## src/rtl/aes_block_serializer_pkg.sv

```systemverilog
// rtl/aes_block_serializer_pkg.sv - shared widths and control/flag types for the AES block serializer
package aes_block_serializer_pkg;

   localparam int unsigned AES_BLK_W   = 128;
   localparam int unsigned AES_WORD_W  = 32;
   localparam int unsigned SER_CNT_LEN = 16;

   typedef struct packed {
      logic                   clear;
      logic                   enable;
      logic [SER_CNT_LEN-1:0] len;
   } ctrl_serializer_t;

   typedef struct packed {
      logic [SER_CNT_LEN-1:0] cnt;
      logic                   busy;
      logic                   done;
   } flags_serializer_t;

endpackage

```

## src/rtl/aes_block_serializer_if.sv

```systemverilog
// rtl/aes_block_serializer_if.sv - valid/ready stream bundle with data and byte strobes
interface aes_block_serializer_if
   import aes_block_serializer_pkg::*;
#(
   parameter int unsigned DW = AES_WORD_W
) ();

   logic [DW-1:0]   data;
   logic            valid;
   logic            ready;
   logic [DW/8-1:0] strb;

   modport master (output data, output valid, output strb, input ready);
   modport slave  (input data, input valid, input strb, output ready);

endinterface

```

## src/rtl/aes_block_serializer.sv

```systemverilog
// rtl/aes_block_serializer.sv - splits 128-bit AES blocks into 32-bit words and counts finished blocks
module aes_block_serializer
   import aes_block_serializer_pkg::*;
#(
   parameter int unsigned BLK_W  = AES_BLK_W,
   parameter int unsigned WORD_W = AES_WORD_W,
   parameter int unsigned CNT_W  = SER_CNT_LEN
) (
   input  logic                          clk_i,
   input  logic                          rst_ni,
   aes_block_serializer_if.slave         blk_i,
   aes_block_serializer_if.master        word_o,
   input  ctrl_serializer_t              ctrl_i,
   output flags_serializer_t             flags_o
);

   localparam int unsigned NWORDS = BLK_W / WORD_W;
   localparam int unsigned IDX_W  = $clog2(NWORDS);
   localparam logic [IDX_W-1:0] LAST_IDX = IDX_W'(NWORDS - 1);

   logic [BLK_W-1:0]                   r_blk;
   logic                               r_full;
   logic [IDX_W-1:0]                   r_idx;
   logic [CNT_W-1:0]                   r_cnt;

   logic [NWORDS-1:0][WORD_W-1:0]      blk_words;
   logic                               en;
   logic                               lim;
   logic                               word_hs;
   logic                               last_hs;
   logic                               blk_hs;

   assign en        = ctrl_i.enable;
   assign lim       = (ctrl_i.len != '0) && (r_cnt == ctrl_i.len);
   assign blk_words = r_blk;

   assign word_o.valid = en & r_full;
   assign word_o.data  = blk_words[r_idx];
   assign word_o.strb  = '1;

   assign word_hs = word_o.valid & word_o.ready;
   assign last_hs = word_hs & (r_idx == LAST_IDX);

   // Reset gating keeps ready low while rst_ni is asserted even if enable is still high.
   assign blk_i.ready = rst_ni & en & ~lim & (~r_full | last_hs);
   assign blk_hs      = blk_i.valid & blk_i.ready;

   assign flags_o.cnt  = r_cnt;
   assign flags_o.busy = r_full;
   assign flags_o.done = lim & ~r_full;

   // Holding register, word index and block counter; clear beats enable, enable low freezes everything.
   always_ff @(posedge clk_i or negedge rst_ni) begin
      if (!rst_ni) begin
         r_blk  <= '0;
         r_full <= 1'b0;
         r_idx  <= '0;
         r_cnt  <= '0;
      end else if (ctrl_i.clear) begin
         r_full <= 1'b0;
         r_idx  <= '0;
         r_cnt  <= '0;
      end else if (en) begin
         if (blk_hs) begin
            r_blk  <= blk_i.data;
            r_full <= 1'b1;
            r_idx  <= '0;
         end else if (last_hs) begin
            r_full <= 1'b0;
            r_idx  <= '0;
         end else if (word_hs) begin
            r_idx  <= r_idx + 1'b1;
         end
         if (last_hs && (r_cnt != '1)) begin
            r_cnt <= r_cnt + 1'b1;
         end
      end
   end

endmodule

```

## src/flat_wrapper.sv

```systemverilog
// flat-port wrapper written by rule: the top's interface ports become plain ports
module aes_block_serializer_flat import aes_block_serializer_pkg::*;
#(
   parameter int unsigned BLK_W  = AES_BLK_W,
   parameter int unsigned WORD_W = AES_WORD_W,
   parameter int unsigned CNT_W  = SER_CNT_LEN
)
  (clk_i, rst_ni, ctrl_i, flags_o, blk_i_data, blk_i_valid, blk_i_strb, blk_i_ready, word_o_data, word_o_valid, word_o_strb, word_o_ready);
  aes_block_serializer_if #(.DW(128)) blk_i_i ();
  aes_block_serializer_if #(.DW(32)) word_o_i ();
  input  logic clk_i;
  input  logic rst_ni;
  input  ctrl_serializer_t ctrl_i;
  output flags_serializer_t flags_o;
  input wire logic [$bits(blk_i_i.data)-1:0] blk_i_data;
  input wire logic [$bits(blk_i_i.valid)-1:0] blk_i_valid;
  input wire logic [$bits(blk_i_i.strb)-1:0] blk_i_strb;
  output wire logic [$bits(blk_i_i.ready)-1:0] blk_i_ready;
  output wire logic [$bits(word_o_i.data)-1:0] word_o_data;
  output wire logic [$bits(word_o_i.valid)-1:0] word_o_valid;
  output wire logic [$bits(word_o_i.strb)-1:0] word_o_strb;
  input wire logic [$bits(word_o_i.ready)-1:0] word_o_ready;
  assign blk_i_i.data = blk_i_data;
  assign blk_i_i.valid = blk_i_valid;
  assign blk_i_i.strb = blk_i_strb;
  assign blk_i_ready = blk_i_i.ready;
  assign word_o_data = word_o_i.data;
  assign word_o_valid = word_o_i.valid;
  assign word_o_strb = word_o_i.strb;
  assign word_o_i.ready = word_o_ready;
  aes_block_serializer #(.BLK_W(BLK_W), .WORD_W(WORD_W), .CNT_W(CNT_W)) u_core (.clk_i(clk_i), .rst_ni(rst_ni), .blk_i(blk_i_i), .word_o(word_o_i), .ctrl_i(ctrl_i), .flags_o(flags_o));
endmodule
```

## config.mk

```make
export PLATFORM = sky130hd
export DESIGN_NAME = aes_block_serializer_flat
export DESIGN_NICKNAME = d
export VERILOG_FILES = /design/src/rtl/aes_block_serializer_pkg.sv /design/src/rtl/aes_block_serializer_if.sv /design/src/rtl/aes_block_serializer.sv /design/src/flat_wrapper.sv
export SDC_FILE = /design/constraint.sdc
export NUM_CORES = 1
export LEC_CHECK = 0
export CORE_MARGIN = 2
export CORE_UTILIZATION = 48
export CTS_CLUSTER_SIZE = 8
export DETAILED_ROUTE_END_ITERATION = 10
export PLACE_DENSITY = 0.86
export SLEW_MARGIN = 20
export SYNTH_ARGS = -nofsm -noshare
export SYNTH_HDL_FRONTEND = slang
export SYNTH_SLANG_ARGS = --single-unit
```

## constraint.sdc

```tcl
create_clock -name clk_i -period 2.3 [get_ports clk_i]
set_input_delay 0.46 -clock clk_i [delete_from_list [all_inputs] [get_ports clk_i]]
set_output_delay 0.46 -clock clk_i [all_outputs]
set_load 0.01 [all_outputs]
```

==> flow_summary.ini <==
[status]
status = finished, violations left
violations = negative setup slack

[synth]
ys_seq_area_frac = 0.501
synth-edff-count = 0
netlist_area_sq_um = 7350
syn_inst = 455
yosysWarnings = 0
synth_flop_cell = dfrtp_1
ys_seq_elements = 147
syn_avg_cell_area_sq_um = 16.2
async_flop_share = 1.00
synth_cell_type_count = 35

[clocking]
cts.htree.levels = 4
clockRootBuffer = clkbuf_16
insertion_delay_ns = 0.42
path_clk_slew_ns = 0.06
cts_buffers = 17
cts.sinks = 147
hold_buffers = 0
cts_tree = done
cts_max_path_buffers = 2

[floorplanning]
start_util = 0.487
die_w_um = 128
row_count = 45
dieArea_sq_um = 16300
core_area_sq_um = 15100
ios = 222
dieHeight_um = 128

[sta]
slew_headroom = 0.464
hold_viol_final = 0
max_slew.worst_pin.slew_ns = 0.804
rsz0062_at_grt = true
finalSetupViolations = 1
fin_skew_ns = 0.00688
worst_slack_ns = -0.0000713
period_needed_ns = 2.30
slew_viol_final = 0
max_clock_freq_mhz = 435
whs_ns = 0.157
fin_crit_sh = 1.00

[setup_path]
crit_family = simple AND/OR/NAND/NOR gates
path_buf_inv = 1
slowest_delay_ns = 0.41
criticalPathCategory = register to output pin
worstPathArrival_ns = 1.84
crit_chain = xor2_1 -> nor4_2 -> nand4_1 -> and4_1 -> buf_2
worstSetupStartpointType = register
slowest_stage = dfrtp_1
timing.critical_path.to_type = output pin
cp_max_fo = 2
worstPathRequired_ns = 1.84

[routing]
dr_total_vias = 4983
drc_errors = 0
vias_per_cell = 5.42
first_iter_violations = 305
routed_wl_mm = 19.6
wl_per_cell_um = 21.3
drtAntennaViolNets = 0
drt_first_pass_iters = 5

[grt]
grtUsageMet3 = 0.0538
grt_max_degree = 148
antenna_found_initial = 0
track_usage = 0.238
grt_use_met1 = 0.290
grt_pass1_wl_mm = 29.3
grt.overflow.total = 0
grt_pass1_vias = 5457
grt-busiest-layer = met2
use_met2 = 0.416

[layout]
syn2layout_area_growth_pct = 48.2
stdcell_count = 919
fillers = 950
multiInputGateArea_sq_um = 3410
drive_above_1_share = 0.428
antenna_cells = 0
postLayoutCoreUtil = 0.722
fin_nets = 886
regArea_sq_um = 3680

[power_and_ir_drop]
vdd_drop_max_v = 0.000519
p_leak_nw = 4.68
powerDensity_nw_per_um2 = 756

[placed_design]
dp_cells = 861
portBuffers = 201
place_congestion = 0.869
dp_hpwl_mm = 12.4

[min_path]
hp-class = input pin to async pin

[run]
maxCapViolations = 0
logic make-up (layout without fill, tap and decap cells):
logic type / count (synthesis) / count (layout) / synth area share
multiplexers: 161 / 161 / 0.351
flip-flops: 147 / 147 / 0.501
AND/OR/NAND/NOR: 71 / 71 / 0.0526
buffers and inverters: 34 / 307 / 0.0475
XOR/XNOR: 28 / 28 / 0.0334
AO/OA/AOI/OAI: 11 / 11 / 0.0107
adder cells (fa/ha/maj): 2 / 2 / 0.00340
other: 1 / 4 / 0.000510
registers in the layout (all words and copies together) (netlist names):
name / count
u_core.r_cnt: 16
u_core.r_full: 1
u_core.r_idx: 2
u_core.blk_words: 128
path summary, 6_finish.rpt:
path	startpoint	end	slack, ns	depth (start not counted)
max reg2reg	u_core.r_cnt[3]$_DFFE_PN0P_	u_core.blk_words[76]$_DFFE_PN0P_	0.01	10
min in group clk_i	u_core.blk_words[65]$_DFFE_PN0P_	u_core.blk_words[65]$_DFFE_PN0P_	0.51	1
max	u_core.r_cnt[3]$_DFFE_PN0P_	blk_i_ready	-0.00007	5
min reg2reg	u_core.blk_words[65]$_DFFE_PN0P_	u_core.blk_words[65]$_DFFE_PN0P_	0.51	1
max in group asynchronous	rst_ni	u_core.blk_words[81]$_DFFE_PN0P_	1.53	2
min	rst_ni	u_core.blk_words[95]$_DFFE_PN0P_	0.16	2
power by group:
| part | switching (mW) | internal [mW] |
|---|---|---|
| sequential | 0.316 | 3.13 |
| combinational | 0.556 | 1.34 |
| clock | 1.15 | 1.75 |
per-stage QoR:
step	cell area, sq um	setup slack [ns]	setup TNS (ns)	total power [mW]
after floorplan	7360	0.193	0	4.48
after global placement	9700	-0.495	-48.24	5.21
after detailed placement	9700	-0.566	-67.53	5.30
after CTS	10600	-0.0120	-0.0530	8.17
after global routing	10900	-0.147	-3.31	8.56
final	10900	-0.0000713	-0.0000713	8.24
timing repair:
item                                    in CTS  in global routing
pin swaps                                   17                  6
gates cloned                                 7                  8
endpoints found under the setup margin     161                161
setup buffers                               12                  2
resized for setup                          166                 55
Yosys cell counts, types with 6 or more instances:
library cell / number / share of area
mux2_4: 109 / 0.22
nand4_1: 9 / 0.0077
nand2_1: 8 / 0.0041
mux4_2: 32 / 0.098
clkbuf_1: 8 / 0.0041
nor3_1: 11 / 0.0075
dfrtp_1: 147 / 0.50
buf_4: 6 / 0.0061
buf_12: 11 / 0.030
xor2_1: 8 / 0.0095
nor2_1: 15 / 0.0077
xnor2_1: 20 / 0.024
mux2_2: 19 / 0.029
nor4_1: 9 / 0.0077
cell usage in the layout (no fill, tap or decap), types with 2 or more instances in the layout:
cell,count
nand2_2,2
nor3_1,11
buf_2,10
clkbuf_16,23
buf_4,31
or3_1,4
nor2_1,14
inv_6,4
dfrtp_2,2
buf_6,34
bufinv_16,3
clkinvlp_4,5
mux2_2,11
nor4_2,5
buf_16,6
nor4_1,4
inv_1,3
clkbuf_2,5
dfrtp_1,145
xor2_1,8
clkdlybuf4s50_1,150
xnor2_1,20
mux2_4,117
mux4_2,32
dlygate4sd2_1,14
and4_1,4
nand2_1,6
nand4_1,9
conb_1,4
buf_12,11
o21ai_0,3
nand3_1,5
buf_8,2
a21oi_1,5
routing by layer:
layer | wire, um | share of wire | vias up
met3 | 1070 | 0.054 | 34
li1 | - | - | 2202
met5 | 0 | 0 | -
met1 | 8060 | 0.41 | 2555
met4 | 399 | 0.020 | 0
met2 | 10100 | 0.51 | 192
cell type report:
class | instances | area share
inverters | 3 | 0.00103
well taps | 188 | 0.0216
multi-input cells | 277 | 0.313
repair buffers | 272 | 0.270
flip-flops and latches | 147 | 0.338
clock buffers | 18 | 0.0403
clock inverters | 14 | 0.0162
Power figures use the tool's default switching activity.
